## config.mk

```make
export PLATFORM = sky130hd
export DESIGN_NAME = count_stream_decoder
export DESIGN_NICKNAME = d
export VERILOG_FILES = /design/src/rtl/count_stream_decoder.sv
export SDC_FILE = /design/constraint.sdc
export NUM_CORES = 1
export LEC_CHECK = 0
export CORE_MARGIN = 2
export CORE_UTILIZATION = 48
export DETAILED_ROUTE_END_ITERATION = 12
export PLACE_DENSITY_LB_ADDON = 0.05
export SETUP_SLACK_MARGIN = 0.02
export SLEW_MARGIN = 15
export SYNTH_ARGS = -nofsm -noshare
export SYNTH_HDL_FRONTEND = slang
export SYNTH_SLANG_ARGS = --single-unit
```

## constraint.sdc

```tcl
create_clock -name clk -period 4.9 [get_ports clk]
set_clock_uncertainty 0.15 [all_clocks]
set_input_delay 0.735 -clock clk [delete_from_list [all_inputs] [get_ports clk]]
set_output_delay 0.735 -clock clk [all_outputs]
set_load 0.01 [all_outputs]
```

## src/rtl/count_stream_decoder.sv

```systemverilog
// count_stream_decoder
//   Monitors a sampled counter bus, classifies each step (hold/up/down/jump),
//   locks onto a stepping mode once LOCK_COUNT identical steps are seen, and
//   flags/counts steps that break an established lock.
// Ports:
//   clk          system clock, rising edge
//   rst_n        asynchronous active-low reset
//   sample_valid count_in carries a new sample this cycle
//   count_in     counter value being decoded
//   mode         last locked mode: 0 hold, 1 up, 2 down
//   locked       high while locked
//   mode_change  one-cycle pulse on every entry to lock
//   step_error   one-cycle pulse on a step that breaks lock
//   err_count    saturating tally of step_error pulses
module count_stream_decoder #(
  parameter int WIDTH      = 5,
  parameter int LOCK_COUNT = 3,
  parameter int ERR_WIDTH  = 8
) (
  input  logic                 clk,
  input  logic                 rst_n,
  input  logic                 sample_valid,
  input  logic [WIDTH-1:0]     count_in,
  output logic [1:0]           mode,
  output logic                 locked,
  output logic                 mode_change,
  output logic                 step_error,
  output logic [ERR_WIDTH-1:0] err_count
);

  localparam logic [1:0] S_IDLE    = 2'd0;
  localparam logic [1:0] S_ACQUIRE = 2'd1;
  localparam logic [1:0] S_LOCKED  = 2'd2;

  // Step classes share the mode encoding; JUMP doubles as "no candidate".
  localparam logic [1:0] C_HOLD = 2'd0;
  localparam logic [1:0] C_UP   = 2'd1;
  localparam logic [1:0] C_DOWN = 2'd2;
  localparam logic [1:0] C_JUMP = 2'd3;

  localparam logic [3:0] LOCK_N = 4'(LOCK_COUNT);

  logic [1:0]           state, state_d;
  logic [1:0]           cand, cand_d;
  logic [3:0]           streak, streak_d;
  logic [WIDTH-1:0]     prev, prev_d;
  logic [1:0]           mode_d;
  logic                 locked_d, mc_d, se_d;
  logic [ERR_WIDTH-1:0] err_d;
  logic [WIDTH-1:0]     diff;
  logic [1:0]           cls;
  logic                 acq_eval;

  always_comb begin
    diff = count_in - prev;
    if (diff == '0)
      cls = C_HOLD;
    else if (diff == WIDTH'(1))
      cls = C_UP;
    else if (diff == '1)
      cls = C_DOWN;
    else
      cls = C_JUMP;
  end

  always_comb begin
    state_d  = state;
    cand_d   = cand;
    streak_d = streak;
    prev_d   = prev;
    mode_d   = mode;
    locked_d = locked;
    mc_d     = 1'b0;
    se_d     = 1'b0;
    err_d    = err_count;
    acq_eval = 1'b0;

    if (sample_valid) begin
      prev_d = count_in;
      case (state)
        S_IDLE: begin
          state_d  = S_ACQUIRE;
          cand_d   = C_JUMP;
          streak_d = '0;
        end
        S_ACQUIRE: begin
          acq_eval = 1'b1;
          if (cls == C_JUMP) begin
            cand_d   = C_JUMP;
            streak_d = '0;
          end else if (cls == cand) begin
            streak_d = streak + 4'd1;
          end else begin
            cand_d   = cls;
            streak_d = 4'd1;
          end
        end
        S_LOCKED: begin
          if (cls != mode) begin
            se_d     = 1'b1;
            locked_d = 1'b0;
            state_d  = S_ACQUIRE;
            acq_eval = 1'b1;
            if (err_count != '1)
              err_d = err_count + ERR_WIDTH'(1);
            if (cls == C_JUMP) begin
              cand_d   = C_JUMP;
              streak_d = '0;
            end else begin
              cand_d   = cls;
              streak_d = 4'd1;
            end
          end
        end
        default: state_d = S_IDLE;
      endcase

      // Lock test runs on the post-update streak, so a break out of LOCKED
      // can re-lock on the same edge when LOCK_COUNT is 1.
      if (acq_eval && streak_d == LOCK_N) begin
        state_d  = S_LOCKED;
        mode_d   = cand_d;
        locked_d = 1'b1;
        mc_d     = 1'b1;
      end
    end
  end

  always_ff @(posedge clk or negedge rst_n) begin
    if (!rst_n) begin
      state       <= S_IDLE;
      cand        <= C_JUMP;
      streak      <= '0;
      prev        <= '0;
      mode        <= '0;
      locked      <= 1'b0;
      mode_change <= 1'b0;
      step_error  <= 1'b0;
      err_count   <= '0;
    end else begin
      state       <= state_d;
      cand        <= cand_d;
      streak      <= streak_d;
      prev        <= prev_d;
      mode        <= mode_d;
      locked      <= locked_d;
      mode_change <= mc_d;
      step_error  <= se_d;
      err_count   <= err_d;
    end
  end

endmodule

```

After elaboration in Yosys (flattened, before gate mapping)
Index checks and enable logic that the tools add are counted.
{ "word_totals": {"memories": 0, "regBits": 26, "latchBits": 0, "ram_bits": 0, "inputBits": 8, "romBits": 0, "out_inout_bits": 13, "word_cells": 59} }
{ "op_classes": {"add_sub_neg": 3, "bitwise_logic": 0, "multipliers": 0, "n_reduce_logical": 9, "n_div": 0, "n_shift": 0, "mux": 27, "n_lt_le_gt_ge": 0, "eq_ne": 11} }
{ "op_table": {"columns": ["cell", "n"], "rows": [
  ["$mux W2", 8],
  ["$mux W4", 4],
  ["$pmux W2 S3", 2],
  ["$pmux W4 S3", 1],
  ["$mux W1", 11],
  ["$add A8 B1 Y8 const B", 1],
  ["$ne A8 B8 Y1 const B", 1],
  ["$reduce_and A3 Y1", 2],
  ["$eq A5 B1 Y1 const B", 1],
  ["$eq A5 B5 Y1 const B", 1],
  ["$logic_not A5 Y1", 1],
  ["$sub A5 B5 Y5", 1],
  ["$add A4 B1 Y4 const B", 1],
  ["$eq A2 B2 Y1 const B", 2],
  ["$eq A4 B2 Y1 const B", 1],
  ["$reduce_and A4 Y1", 1],
  ["$reduce_bool A2 Y1", 2],
  ["$ne A3 B3 Y1 const B", 1],
  ["$eq A2 B1 Y1 const B", 1],
  ["$eq A2 B2 Y1", 1],
  ["$logic_not A2 Y1", 1],
  ["$ne A2 B2 Y1", 1],
  ["$ne A2 B2 Y1 const B", 1],
  ["$pmux W1 S2", 1],
  ["other kinds (2)", 2]
]} }

Logic depth before layout (Yosys ltp)
{ "logic_depth": {"word_depth": 14, "depth_mapped": 13, "depth_no_buf": 13} }

Worst setup path before layout
No wires, ideal clock.
{ "synth_path": {"path_kind": "input-to-reg", "start": "input port count_in[0]", "end": "register mode[0]", "cell_stages": 13, "path_buffers": 0, "t_required_ps": 4625, "setup_time_ps": 125, "slack_ps": 1418, "arrival_ps": 3207, "cell_sequence": "inv_1 > ha_1 > inv_1 > fa_1 > xnor2_1 > nand2b_1 > nor3b_4 > nand2_2 > xnor2_1 > a31oi_2 > o211a_1 > nand4_4 > mux2_4"} }
{ "synth_between": {"elab_chain_len": 13, "elab_cells_between_ends": 27, "cone_classes": "add/sub (1); eq/ne (6); mux (17); reduce/logical (3)"} }
{ "synth_lines": {"columns": ["item", "line_no", "text"], "rows": [
  ["from (decl)", "23", "input logic [WIDTH-1:0] count_in,"],
  ["$sub A5 B5 Y5 (*)", "55", "diff = count_in - prev;"],
  ["$eq A5 B5 Y1", "60", "else if (diff == '1)"],
  ["$mux W1", "60", null],
  ["$mux W2", "58", "else if (diff == WIDTH'(1))"],
  ["$mux W2 (*)", "56", "if (diff == '0)"],
  ["$eq A2 B2 Y1, on equally long branches", "88, 106, 91", null],
  ["$mux W1 / $mux W4 (equally long branches)", "106, 91", null],
  ["$mux W4, on equally long branches", "99, 88", null],
  ["$pmux W4 S3", "80", "case (state)"],
  ["$mux W4", "78", "if (sample_valid) begin"],
  ["$eq A4 B2 Y1", "120", "if (acq_eval && streak_d == LOCK_N) begin"],
  ["$logic_and A1 B1 Y1", "120", null],
  ["$reduce_and A2 Y1 (no source line)", null, null],
  ["to (signal assigned)", "145", "mode <= mode_d;"],
  ["to (decl)", "24", "output logic [1:0] mode,"]
]} }
Mark *: on every way between the ends. The rest lies on a longest branch, timed or not. The select of a mux whose other input is x is not followed.
A chain may end at the register's enable or synchronous reset.

Worst setup path after layout
Same ends and word-level chain as after synthesis.

==> metrics <==
outcome finished clean; unrepaired setup endpoints after global routing no; sequential cell area fraction in the yosys report 37.13%; CTS resizes 0; leakage power 0.9030 nW; Clk pin slew, worst setup/hold paths 0.15 ns; DRC violations left 0; Cells after Synth 175; initial antenna violation count 0; internal reg-to-reg setup slack 1.51 ns; hold path start err_count[7]; asr flop ratio synth 100.0%; IO Count 21; Pwr Total 656.5 uW; die area 0.004165 mm2; GR Util met3 2.604%; Worst setup SP type input port; M1 GR Usage between 20% and 30%; Final Critical Period 3.908 ns; filler instances 291; r2r endpoint mode[0]; grt peak-use layer met2; drt wl/cell between 15 and 20 um; # port buffers 20; initial drt markers 50; grt ovf 0; final WL 3637 um; hold crit path type register to register; Setup Buffers After CTS 0; total core area around 0.0034 mm2; clock sinks 26; Post-synth EDFFs 0; Final nets 216; post-synth cell types 54; WHS Path Cells 1; P&R area growth vs syn 17.21%; CP Data Required Time approximately 5 ns; Die W between 60 and 70 um; Peak VDD IR about 0.00019 V; Final period util ~80%; ant diodes 0; top_reg_cell synth dfrtp_1; drt pass-1 iters 6; first-pass GRT wire length 6210 um; crit-path max FO 6; Rel. slew slack between 50% and 60%; critical register-to-register path startpoint prev[0]; worst path arrival time about 4.0 ns; cts hold-fix bufs 0; CTS tree built; synth warn 0; layout cells sized above 1 between 10% and 20%; total number of H-tree levels 1; largest net degree at the start of global routing 27; vias in the first global route between 1000 and 1500; critical path class input port to register; final hold vios 0; most common cell after layout, fill and taps aside dfrtp_1; Hold Path End err_count[7]; Fmax approximately 0.26 GHz; Die Y 64.54 um; post-route ant nets 0; GR Util met2 between 30% and 40%; Power Density between 300 and 400 mW/mm2; Skew-Pair Late Insertion Delay 0.32 ns; FF-to-FF path depth 12; max-slew violation count 0; TritonCTS buffer count 3; FP Rows 21; RD Place Congestion slightly above 0.9; Mapped Area between 0.0015 and 0.002 mm2; CTS Buffer Depth 2; clock root cell clkbuf_4; Worst-Margin Slew 0.7228 ns; syn nets about 190; Syn Area/Cell between 10 and 15 um2; GRT Overall Usage 18.97%; Via density about 5.8; post-DP HPWL approximately 2800 um; Initial Util about half; commonest non-fill, non-tap cells in the layout 24 x dfrtp_1, 20 x clkdlybuf4s50_1, 16 x inv_1, 16 x nand2_1, 11 x o21ai_0; vias around 1400; Crit. End Element register; # setup viols final 0; setup total negative slack 0 ns; maxcap violations 0; FF+latch count, synth 26
sequential cells by signal, summed over array words and instances (netlist names):
signal / cells
cand: 2
err_count: 8
locked: 1
mode_change: 1
streak: 4
prev: 5
state: 2
step_error: 1
mode: 2
layer usage:
| metal | share of wire, % | vias up |
|---|---|---|
| li1 | - | 676 |
| met2 | 49 | 61 |
| met5 | 0 | - |
| met3 | 4.4 | 14 |
| met4 | 2.0 | 0 |
| met1 | 45 | 664 |
report_power, final:
group	internal, mW	switching [mW]
registers	0.244	0.0255
logic	0.105	0.135
clock network	0.0827	0.0645
Yosys cell counts (all sizes together) (2+ instances only):
cell type	number	area share, %
mux2	6	4.3
nand2b	5	1.8
nor3b	2	1.5
nand2	17	3.8
nor3	2	0.57
a21oi	2	0.78
a22o	3	1.5
nor4b	2	1.0
xor2	4	2.8
xnor2	10	5.0
o21ai	13	4.1
clkbuf	4	0.85
a221oi	3	1.8
nor2	5	1.2
dfstp	2	3.0
nand4	5	2.6
o211ai	2	1.1
a31oi	6	3.3
inv	16	3.4
ha	10	7.1
dfrtp	24	34
nand3	8	2.6
and3	7	2.8
area by class of cell:
type | count | area, um2 | share of cell area [%]
multi-input combinational | 129 | 1031 | 50.00
sequential | 26 | 653.1 | 31.67
timing repair buffer | 21 | 207.7 | 10.07
inverter | 16 | 60.06 | 2.913
tap | 46 | 57.56 | 2.791
clock inverter | 1 | 30.03 | 1.456
clock buffer | 3 | 22.52 | 1.092
cells by family after synthesis:
| kind of cell | count (synthesis) | share of synthesized area (%) |
|---|---|---|
| xor+xnor | 14 | 7.823 |
| simple gates | 57 | 19.35 |
| fa+ha+maj | 11 | 8.250 |
| mux | 6 | 4.267 |
| flops | 26 | 37.13 |
| buf+inv | 20 | 4.267 |
| compound gates | 41 | 18.92 |
through the flow:
step                      cell area (um2)  hold slack, ns  util, %  instances  setup WS, ns
after floorplan                      1759          0.2894        -        175         1.418
after global placement               2009          0.3295    58.83        238        0.7170
after detailed placement             2009          0.3250    58.83        238        0.6354
after CTS                            2062          0.3547    60.37        242         1.001
after global routing                 2062          0.3991    60.37        242        0.7609
final                                2062          0.3540    60.37        242        0.9919
worst max path at each step:
stage	from	endpoint
3_3_place_gp	count_in[0]	mode[0]
2_1_floorplan	count_in[0]	mode[0]
3_5_place_dp	count_in[0]	mode[0]
5_1_grt	count_in[0]	mode[0]
6_report	count_in[0]	mode[0]
4_1_cts	count_in[0]	mode[0]
worst max-delay path, stage by stage:
cell	delay (ns)
clkdlybuf4s50_1	0.41
inv_1	0.07
ha_1	0.16
inv_1	0.05
fa_1	0.40
xnor2_1	0.21
nand2b_1	0.16
nor3b_4	0.31
nor4b_1	0.53
a221oi_1	0.19
o211ai_1	0.14
o211ai_2	0.16
nand4_4	0.16
mux2_4	0.31
(Power assumes the default switching activity.)
